File: src/rtl/accum_pkg.sv
// -----------------------------------------------------------------------------
// accum_pkg : shared types and default widths for sum_accumulator
// Rev 1.0
// -----------------------------------------------------------------------------
`default_nettype none

package accum_pkg;

    typedef enum logic [1:0] {
        ST_IDLE  = 2'd0,
        ST_ACCUM = 2'd1,
        ST_DONE  = 2'd2
    } state_t;

    localparam int DEF_DATA_W = 8;
    localparam int DEF_ACC_W  = 16;
    localparam int DEF_CNT_W  = 8;

endpackage : accum_pkg

`default_nettype wire

File: src/rtl/sum_accumulator.sv
// -----------------------------------------------------------------------------
// sum_accumulator : accumulates a programmed number of adder sums and presents
//                   total, count and sticky overflow on an output handshake.
// Rev 1.0
// -----------------------------------------------------------------------------
`default_nettype none

module sum_accumulator
    import accum_pkg::*;
#(
    parameter int DATA_W = DEF_DATA_W,
    parameter int ACC_W  = DEF_ACC_W,
    parameter int CNT_W  = DEF_CNT_W
) (
    input  logic              clk,
    input  logic              rst_n,
    input  logic              start,
    input  logic [CNT_W-1:0]  len,
    input  logic              in_valid,
    input  logic [DATA_W-1:0] in_data,
    output logic              in_ready,
    output logic              out_valid,
    input  logic              out_ready,
    output logic [ACC_W-1:0]  out_sum,
    output logic [CNT_W-1:0]  out_count,
    output logic              out_ovf,
    output logic              busy
);

    localparam logic [CNT_W-1:0] c_CNT_ONE = {{(CNT_W-1){1'b0}}, 1'b1};

    state_t             r_state;
    state_t             w_next;
    logic [CNT_W-1:0]   r_len;
    logic [CNT_W-1:0]   r_cnt;
    logic [CNT_W-1:0]   w_cnt_inc;
    logic [ACC_W-1:0]   r_acc;
    logic [ACC_W:0]     w_sum_ext;
    logic               r_ovf;
    logic               r_in_ready;
    logic               r_out_valid;
    logic               r_busy;
    logic               w_start_ok;
    logic               w_accept;
    logic               w_last;

    // r_in_ready is high exactly while in ACCUM, so it doubles as the state qualifier
    assign w_start_ok = (r_state == ST_IDLE) && start;
    assign w_accept   = r_in_ready && in_valid;
    assign w_cnt_inc  = r_cnt + c_CNT_ONE;
    assign w_sum_ext  = {1'b0, r_acc} + {{(ACC_W + 1 - DATA_W){1'b0}}, in_data};
    assign w_last     = w_accept && (w_cnt_inc == r_len);

    always_comb begin
        w_next = r_state;
        case (r_state)
            ST_IDLE: begin
                if (start) begin
                    w_next = (len == '0) ? ST_DONE : ST_ACCUM;
                end
            end
            ST_ACCUM: begin
                if (w_last) begin
                    w_next = ST_DONE;
                end
            end
            ST_DONE: begin
                if (out_ready) begin
                    w_next = ST_IDLE;
                end
            end
            default: w_next = ST_IDLE;
        endcase
    end

    // Handshake flags are registered from the next state so they track it with no decode delay
    always_ff @(posedge clk or negedge rst_n) begin
        if (!rst_n) begin
            r_state     <= ST_IDLE;
            r_in_ready  <= 1'b0;
            r_out_valid <= 1'b0;
            r_busy      <= 1'b0;
        end else begin
            r_state     <= w_next;
            r_in_ready  <= (w_next == ST_ACCUM);
            r_out_valid <= (w_next == ST_DONE);
            r_busy      <= (w_next != ST_IDLE);
        end
    end

    always_ff @(posedge clk or negedge rst_n) begin
        if (!rst_n) begin
            r_len <= '0;
            r_cnt <= '0;
            r_acc <= '0;
            r_ovf <= 1'b0;
        end else if (w_start_ok) begin
            r_len <= len;
            r_cnt <= '0;
            r_acc <= '0;
            r_ovf <= 1'b0;
        end else if (w_accept) begin
            r_cnt <= w_cnt_inc;
            r_acc <= w_sum_ext[ACC_W-1:0];
            r_ovf <= r_ovf | w_sum_ext[ACC_W];
        end
    end

    assign in_ready  = r_in_ready;
    assign out_valid = r_out_valid;
    assign busy      = r_busy;
    assign out_sum   = r_acc;
    assign out_count = r_cnt;
    assign out_ovf   = r_ovf;

endmodule : sum_accumulator

`default_nettype wire

File: config.mk
export PLATFORM = sky130hd
export DESIGN_NAME = sum_accumulator
export DESIGN_NICKNAME = d
export VERILOG_FILES = /design/src/rtl/accum_pkg.sv /design/src/rtl/sum_accumulator.sv
export SDC_FILE = /design/constraint.sdc
export NUM_CORES = 1
export LEC_CHECK = 0
export ABC_AREA = 1
export BUFFER_PORTS_ARGS = -buffer_cell sky130_fd_sc_hd__buf_2
export CORE_MARGIN = 2
export CORE_UTILIZATION = 58
export CTS_CLUSTER_DIAMETER = 120
export DETAILED_ROUTE_END_ITERATION = 12
export HOLD_SLACK_MARGIN = 0.06
export PLACE_DENSITY = 0.88
export SLEW_MARGIN = 20
export SYNTH_ARGS = -nofsm -noshare
export SYNTH_HDL_FRONTEND = slang
export SYNTH_SLANG_ARGS = --single-unit
File: constraint.sdc
create_clock -name clk -period 4.93 [get_ports clk]
set_input_delay 0.493 -clock clk [delete_from_list [all_inputs] [get_ports clk]]
set_output_delay 0.493 -clock clk [all_outputs]
set_load 0.02 [all_outputs]
# Word-level counts from Yosys, hierarchy flattened
# Cells that the tools add are included.
# W data, S select, Z words.
dict set report word_totals {
  ff_bits 38
  in_bits 21
  output_inout_bits 28
  wordCells 34
}
dict set report classes {
  addsub 2
  n_eq_ne 5
  muxes 11
  bitwise_logic 1
  reduce_logical 7
}
# operator count
set ops {}
lappend ops {{$mux W16} 2}
lappend ops {{$add A16 B8 Y17} 1}
lappend ops {{$mux W8} 2}
lappend ops {{$add A8 B1 Y8 const B} 1}
lappend ops {{$eq A8 B8 Y1} 1}
lappend ops {{$logic_not A8 Y1} 1}
lappend ops {{$mux W2} 4}
lappend ops {{$pmux W2 S3} 1}
lappend ops {{$eq A2 B1 Y1 const B} 2}
lappend ops {{$eq A2 B2 Y1 const B} 2}
lappend ops {{$reduce_bool A2 Y1} 2}
lappend ops {{$logic_and A1 B1 Y1} 3}
lappend ops {{$logic_not A2 Y1} 1}
lappend ops {{$mux W1} 2}
lappend ops {{$or A1 B1 Y1} 1}

# Depth between registers and ports, before layout
# Gate-level depths: netlist of run 1.
dict set report depth {
  ltp_word 6
  depth_mapped 14
  depth_no_buf 14
}

# Least setup slack after synthesis of run 1
# OpenSTA, ideal clock, no wires.
dict set report synth_timing {
  kind {register -> register}
  from {register r_acc[0], in the netlist out_sum[0]}
  to {register r_acc[14], in the netlist out_sum[14]}
  setup_ps 119
  arrival_ps 1931
  required_time_ps 4811
  setup_slack_ps 2880
  path_stages_with_launch 14
  path_buffers 0
  synth_period_minus_slack_ps 2050
  path_cell_list {dfrtp_1 ha_1 inv_1 fa_1 inv_1 nand2_1 nand2_1 nand2_1 nand2_1 nand2_1 a21oi_1 nand2_2 o21ai_1 nor2_2}
}
dict set report synth_via {
  elab_chain_cells 3
}
# element line
set synth_rtl {}
lappend synth_rtl {{start: declaration} sum_accumulator.sv:37} ;# logic [ACC_W-1:0] r_acc;
lappend synth_rtl {{start signal: assignment} sum_accumulator.sv:104} ;# r_acc <= w_sum_ext[ACC_W-1:0];
lappend synth_rtl {{$add A16 B8 Y17} sum_accumulator.sv:51} ;# assign w_sum_ext = {1'b0, r_acc} + {{(ACC_W + 1 - DATA_W){1'b0}}, in_data};
lappend synth_rtl {{$mux W16} sum_accumulator.sv:102} ;# end else if (w_accept) begin
lappend synth_rtl {{$mux W16} sum_accumulator.sv:97} ;# end else if (w_start_ok) begin
# Every way passes these cells. The select of a mux whose other input is x is not followed.
# A chain may end at the register's enable or synchronous reset.

# Worst setup path in the final report of run 1
# Same ends and word-level chain as after synthesis.

==> metrics.md, run 1 <==
| Metric | Value |
|---|---|
| Outcome | completed |
| Starting Density | 61.1% |
| Final TNS setup | 0 ns |
| Syn avg cell area | 7.47 um^2 |
| Diode count | 0 |
| Fin util | 71.1% |
| Die width | 66.4 um |
| Vias per cell | 5.27 |
| Register area share after synthesis | 42.2% |
| Synth top cells by count | 85 x nand2_1, 42 x inv_1, 38 x dfrtp_1 |
| Ys Warns | 0 |
| Least-Margin Pin Slew | 0.849 ns |
| HPWL after DPL | 3600 um |
| Setup slack, reg-to-reg | 2.85 ns |
| Clock slew at reported path FFs | 0.08 ns |
| GP Congestion | 0.852 |
| CP max FO | 5 |
| Endpoints failing setup | 0 |
| Delay-heaviest family, CP | adder cells |
| Largest net degree at the start of global routing | 39 |
| Cell area after synthesis | 2250 um^2 |
| Initial drt markers | 247 |
| RSZ-0062 raised after global routing | false |
| Clock share of power | 14.0% |
| CP cell instances | ha_1 > inv_1 > fa_1 > inv_1 > nand2_1 > nand2_1 > nand2_1 > nand2_1 > nand2_1 > a21oi_1 > nand2_2 > o21ai_1 > nor2_2 |
| Power Density | 614 nW/um^2 |
| Minimum clock period after layout | 2.08 ns |
| Synth-to-layout area growth | 16.3% |
| Worst slew margin | 43.4% |
| Ranking of synthesized cells by area | dfrtp_1 42%, nand2_1 14%, inv_1 7.0%, nand3_1 5.3%, ha_1 5.0% |
| Synth area leader | dfrtp_1 |
| Combinational share of power | 50.8% |
| Hold-fix buffers at CTS | 0 |
| Die height | 66.4 um |
| Max incr delay on CP | 0.37 ns |
| Worst r2r src | out_sum[0] |
| Placed Cells | 394 |
| Sw Ratio | 47.6% |
| H-Tree Depth | 2 |
| Post-route cell area | 2620 um^2 |
| Post-synth EDFFs | 0 |
| Sinks on Clock Net | 38 |
| P_sw | 767 uW |
| IO Pins | 49 |
| Area of the multi-input gates | 1110 um^2 |
| Buffers plus inverters on the worst setup path | 2 |
| CP arrival | 2.27 ns |
| Synth Register Bits | 38 |
| Post-Syn Nets | 333 |
| Total Routing Usage GR | 24.9% |
| Post-place setup slack | 2.68 ns |
| CTS tree | done |
| FF/Latch Area | 951 um^2 |
| Finished Layout Cells | 402 |
| Synth Flop Type | dfrtp_1 |
| DRC violations left | 0 |
| Internal power | 843 uW |
| Clk_lat worst skew | 0.30 ns |
| CP dominant cell by count | nand2_1 |
| Crit end category | register |
| Post-Synthesis Cells | 302 |
| Die Area | 4400 um^2 |
| Initial antenna violation count | 0 |
| Slowest-stage cell, CP | dfrtp_1 |
| Setup Skew | 0.00585 ns |
| First-pass GRT wire length | 8140 um |
| Final worst path period share | 42.1% |
| Async set-reset flop share out of synthesis | 100% |
| WL final | 4860 um |
| Setup bufs post-CTS | 0 |
| Core Box Area | 3690 um^2 |
| Highest clock rate | 481 MHz |
| Max-cap violations | 0 |
| # nets final | 384 |
| Vias post-DR | 2119 |
| PostCTS Resize Cnt | 0 |
| Row count | 22 |
| Grt ovf | 0 |
| Drt pass-1 iters | 5 |
| Root buffer cell | clkbuf_8 |
| Unique masters post-synth | 32 |
| Fillers | 294 |
| IO buf count | 48 |
| Reg power frac | 35.3% |
| Routed len/inst | 12.1 um |
| LEAKAGE | 0.00141 uW |
| Final Hold Fails | 0 |
| Reg-to-Reg End | out_sum[14] |
| CP Class | reg2reg |
| Max-slew violation count | 0 |
| Most numerous cell in the Yosys netlist | nand2_1 |
| Num CTS Buffers | 5 |
| Vias in the first global route | 1964 |
| Crit path launch type | register |
| CP Data Required Time | 5.12 ns |
| Worst min-delay path class | in2async |
| Max Buffers Root-to-Sink | 2 |
| Synth top area share | 42.2% |
| Layout cell share with drive strength beyond 1 | 19.8% |
| Max VDD drop | 0.270 mV |
| Post-DP Area | 2530 um^2 |
| Post-DRT Antenna Nets | 0 |
| R2R depth | 13 |
| PnR worst setup slack | 2.85 ns |
## cell families (layout without fill, tap and decap cells)
family	Yosys count	count (layout)	share of synthesized area, %
and+or+nand+nor	161	161	31.7
buffers and inverters	48	100	8.38
AOI/OAI and AO/OA	43	43	11.0
DFF	38	38	42.2
adders and majority gates	10	10	5.88
xor gates and xnor gates	2	2	0.777
## placed cells by master, fill, tap and decap left out
cell / synthesis / layout
o21bai_1: 2 / 2
xnor2_1: 1 / 1
dfrtp_1: 38 / 38
nand4_1: 3 / 3
nor3_1: 4 / 4
nand3b_1: 3 / 3
clkbuf_8: 0 / 6
a22oi_1: 2 / 2
o21a_1: 2 / 2
inv_2: 2 / 2
nor2_4: 1 / 1
and2_1: 1 / 1
xor2_1: 1 / 1
ha_1: 9 / 9
nor2_2: 5 / 5
nor3_2: 1 / 1
nand2_2: 4 / 4
nor2_1: 28 / 28
o21ai_1: 3 / 3
buf_2: 1 / 48
fa_1: 1 / 1
o31ai_1: 3 / 3
a21oi_1: 10 / 10
nand2_1: 85 / 85
inv_1: 42 / 42
clkinv_2: 0 / 1
nor3_4: 1 / 1
nand3_2: 1 / 1
nand3_1: 24 / 24
clkbuf_1: 2 / 1
o22ai_1: 6 / 6
o21ai_0: 14 / 14
a22o_1: 1 / 1
## through the flow
step / hold WS, ns / total power [uW]
after floorplan: 0.197 / 1150
after global placement: 0.483 / 1350
after detailed placement: 0.474 / 1380
after CTS: 0.310 / 1610
after global routing: 0.365 / 1760
final: 0.295 / 1610
## area by class of cell
class                      count  area share, %
clock inverter                 1          0.191
multi-input combinational    216           42.5
sequential                    38           36.3
inverter                      44           6.30
tap                           48           2.29
timing repair buffer          48           9.16
clock buffer                   7           3.29
## state kept, by name (all words and copies together), names as in the netlist
name	count
out_valid	1
out_sum	16
r_state	2
r_len	8
out_ovf	1
out_count	8
busy	1
in_ready	1
## layer usage
layer  share of wire (%)  global-route usage, %  vias up
met5                   0                      0        -
li1                    -                      -     1072
met3                 7.7                   7.84        6
met2                  46                   41.5       85
met4                 1.4                   9.95        0
met1                  45                   29.7      956
## power groups by stage
| stage | registers [uW] | clock network (uW) | logic [uW] |
|---|---|---|---|
| finish | 567 | 225 | 817 |
| global route | 588 | 243 | 930 |
| CTS | 567 | 229 | 817 |
| detailed placement | 571 | 0 | 813 |
| global placement | 563 | 0 | 792 |
| floorplan | 663 | 0 | 491 |
## worst max path at each step
stage,endpoint,depth (start not counted),start
floorplan,out_sum[14],13,out_sum[0]
global placement,out_sum[14],14,in_data[0]
detailed placement,out_sum[14],14,in_data[0]
CTS,out_sum[14],13,out_sum[0]
global route,out_sum[14],14,out_sum[0]
finish,out_sum[14],13,out_sum[0]
No activity file was read; power rests on OpenSTA's default activity.
==> run 2, diff against run 1 <==
--- a/config.mk
+++ b/config.mk
@@ -8,11 +8,11 @@
 export ABC_AREA = 1
 export BUFFER_PORTS_ARGS = -buffer_cell sky130_fd_sc_hd__buf_2
 export CORE_MARGIN = 2
-export CORE_UTILIZATION = 58
+export CORE_UTILIZATION = 49
 export CTS_CLUSTER_DIAMETER = 120
 export DETAILED_ROUTE_END_ITERATION = 12
 export HOLD_SLACK_MARGIN = 0.06
-export PLACE_DENSITY = 0.88
+export PLACE_DENSITY = 0.8
 export SLEW_MARGIN = 20
 export SYNTH_ARGS = -nofsm -noshare
 export SYNTH_HDL_FRONTEND = slang
==> constraint.sdc (replaced) <==
create_clock -name clk -period 1.7 [get_ports clk]
set_input_delay 0.17 -clock clk [delete_from_list [all_inputs] [get_ports clk]]
set_output_delay 0.17 -clock clk [all_outputs]
set_load 0.02 [all_outputs]
==> run 2 against run 1 <==
  * Worst hold slack got worse by 0.19 ns
  * Via count rose by 2.1%
  * The run now ends with setup timing left
  * Combinational power rose to 3.5 times the previous value
  * Final area rose by 12%
  * Clock power rose to 3.4 times the previous value
  * Cell count rose by 5.5%
  * Total power rose to 3.3 times the previous value
  * Register-to-register slack got worse by 3.0 ns
  * Largest power group unchanged
==> metrics.md, run 2 (synthesis gave the netlist of run 1 again) <==
| Metric | Value |
|---|---|
| Outcome | finished, violations left (was completed) |
| Failing checks | setup timing |
| Commonest non-fill, non-tap cell in the layout | nand2_1 (unchanged) |
| CTS tree | done (unchanged) |
| Die height | 71.8 um (was 66.4 um) |
| Max reg flops | 16 (unchanged) |
| IO Pins | 49 (unchanged) |
| Initial drt markers | 131 (was 247) |
| Die Area | 5160 um^2 (was 4400 um^2) |
| Minimum clock period after layout | 1.84 ns (was 2.08 ns) |
| Vias per cell | 5.10 (was 5.27) |
| Final Total Pwr | 5310 uW (was 1610 uW) |
| Endpoints failing setup | 5 (was 0) |
| Grt ovf | 0 (unchanged) |
| Core Box Area | 4380 um^2 (was 3690 um^2) |
| Initial antenna violation count | 0 (unchanged) |
| PnR worst setup slack | -0.136 ns (was 2.85 ns) |
| RSZ-0062 raised after global routing | true (was false) |
| Final Hold Fails | 0 (unchanged) |
| Commonest cells after routing, fill and taps aside | 77 x nand2_1, 48 x buf_2, 36 x dfrtp_1, 34 x inv_1, 25 x nor2_1 (was 85 x nand2_1, 48 x buf_2, 42 x inv_1, 38 x dfrtp_1, 28 x nor2_1) |
| Die width | 71.8 um (was 66.4 um) |
| Clk_lat worst skew | 0.28 ns (was 0.30 ns) |
| Sinks on Clock Net | 38 (unchanged) |
| Least-Margin Pin Slew | 0.491 ns (was 0.849 ns) |
| Layout cell share with drive strength beyond 1 | 33.6% (was 19.8%) |
| Num CTS Buffers | 5 (unchanged) |
| Vias in the first global route | 1975 (was 1964) |
| Crit end category | register (unchanged) |
| Max VDD drop | 0.857 mV (was 0.270 mV) |
| Max-cap violations | 0 (unchanged) |
| R2R depth | 13 (unchanged) |
| Fin util | 67.0% (was 71.1%) |
| Setup Skew | 0.00766 ns (was 0.00585 ns) |
| Clock slew at reported path FFs | 0.08 ns (about the same) |
| DRC violations left | 0 (unchanged) |
| CP Data Required Time | 1.87 ns (was 5.12 ns) |
| H-Tree Depth | 2 (unchanged) |
| Crit path launch type | register (unchanged) |
| Routed len/inst | 12.6 um (was 12.1 um) |
| Vias post-DR | 2164 (was 2119) |
| Synth-to-layout area growth | 30.4% (was 16.3%) |
| Row count | 24 (was 22) |
| Worst slew margin | 67.2% (was 43.4%) |
| Highest clock rate | 545 MHz (was 481 MHz) |
| Fillers | 375 (was 294) |
| Reg-to-Reg End | out_sum[14] (unchanged) |
| Root buffer cell | clkbuf_8 (unchanged) |
| Power Density | 1810 nW/um^2 (was 614 nW/um^2) |
| Worst min-delay path class | in2reg (was in2async) |
| CP arrival | 2.01 ns (was 2.27 ns) |
| CP max FO | 5 (unchanged) |
| Post-place setup slack | -0.121 ns (was 2.68 ns) |
| Total Routing Usage GR | 21.0% (was 24.9%) |
| Diode count | 0 (unchanged) |
| CP Class | reg2reg (unchanged) |
| Max Buffers Root-to-Sink | 2 (unchanged) |
| Area of the multi-input gates | 1270 um^2 (was 1110 um^2) |
| HPWL after DPL | 3760 um (was 3600 um) |
| End of the worst hold path | r_len[6] |
| # nets final | 402 (was 384) |
| Drt pass-1 iters | 4 (was 5) |
| Setup slack, reg-to-reg | -0.14 ns (was 2.85 ns) |
| Worst r2r src | out_sum[0] (unchanged) |
| Min-delay src | len[6] |
| LEAKAGE | 0.00151 uW (was 0.00141 uW) |
| FF/Latch Area | 953 um^2 (was 951 um^2) |
| Worst hold path cell count | 3 |
| First-pass GRT wire length | 8590 um (was 8140 um) |
| GP Congestion | 0.792 (was 0.852) |
| Post-DRT Antenna Nets | 0 (unchanged) |
| Starting Density | 51.4% (was 61.1%) |
| Max-slew violation count | 0 (unchanged) |
| Worst hold slack | 0.108 ns (was 0.295 ns) |
| WL final | 5330 um (was 4860 um) |
| Largest net degree at the start of global routing | 39 (unchanged) |
| IO buf count | 48 (unchanged) |
| Final worst path period share | 108% (was 42.1%) |
run 2: changes by cell type in the layout (fill, tap and decap cells not counted), sizes merged:
cell         previous run  this run
bufinv                  0         1
clkbuf                  7         5
clkinv                  1         2
buf                    48        65
dlygate4sd3             0         1
run 2: power by group:
group,switching [uW],internal (uW)
Sequential,363,1280
Combinational,1730,1180
Clock,324,432
Total,2410,2890
run 2: metal layers:
metal	part of all wire, %	track usage [%]	wire length, um	vias to the layer above
met1	46	28.9	2460	998
met5	0	0	0	-
met4	0.39	4.40	21	0
li1	-	-	-	1108
met3	4.1	4.36	221	2
met2	49	34.6	2620	56
run 2: through the flow:
step	TNS (ns)	cell area, um^2	instances
floorplan	-0.377	2280	302
global placement	-0.214	2650	410
detailed placement	-0.426	2650	410
CTS	-0.384	2810	421
global route	-1.86	2940	424
finish	-0.497	2940	424
run 2: area by class of cell:
cell class	count	share of cell area, %
clock inverter	3	1.36
sequential	38	32.4
tap	52	2.21
inverter	44	5.62
timing repair buffer	66	12.9
clock buffer	5	2.34
multi-input combinational	216	43.2
run 2: timing repair:
item,CTS,global route
pin swaps,5,20
buffers inserted,2,3
setup endpoints to repair,8,18
hold buffers,1,0
gates resized for setup,4,28
hold endpoints to repair,38,0
run 2: worst max-delay path by stage:
stage	start	end	slack, ns	cells past startpoint
floorplan	out_sum[0]	out_sum[14]	-0.11	13
global placement	out_sum[0]	out_sum[14]	-0.08	13
detailed placement	out_sum[0]	out_sum[14]	-0.12	14
CTS	out_sum[0]	out_ovf	-0.11	13
global route	out_sum[0]	out_sum[14]	-0.28	14
finish	out_sum[0]	out_sum[14]	-0.14	13
run 2: critical path: stages (launching register included):
cell,delay (ns)
dfrtp_2,0.39
ha_4,0.13
inv_2,0.03
fa_2,0.32
inv_2,0.07
nand2_2,0.05
nand2_1,0.05
nand2_1,0.06
nand2_2,0.08
nand2_2,0.07
a21oi_2,0.17
nand2_2,0.10
o21ai_2,0.14
nor2_2,0.05
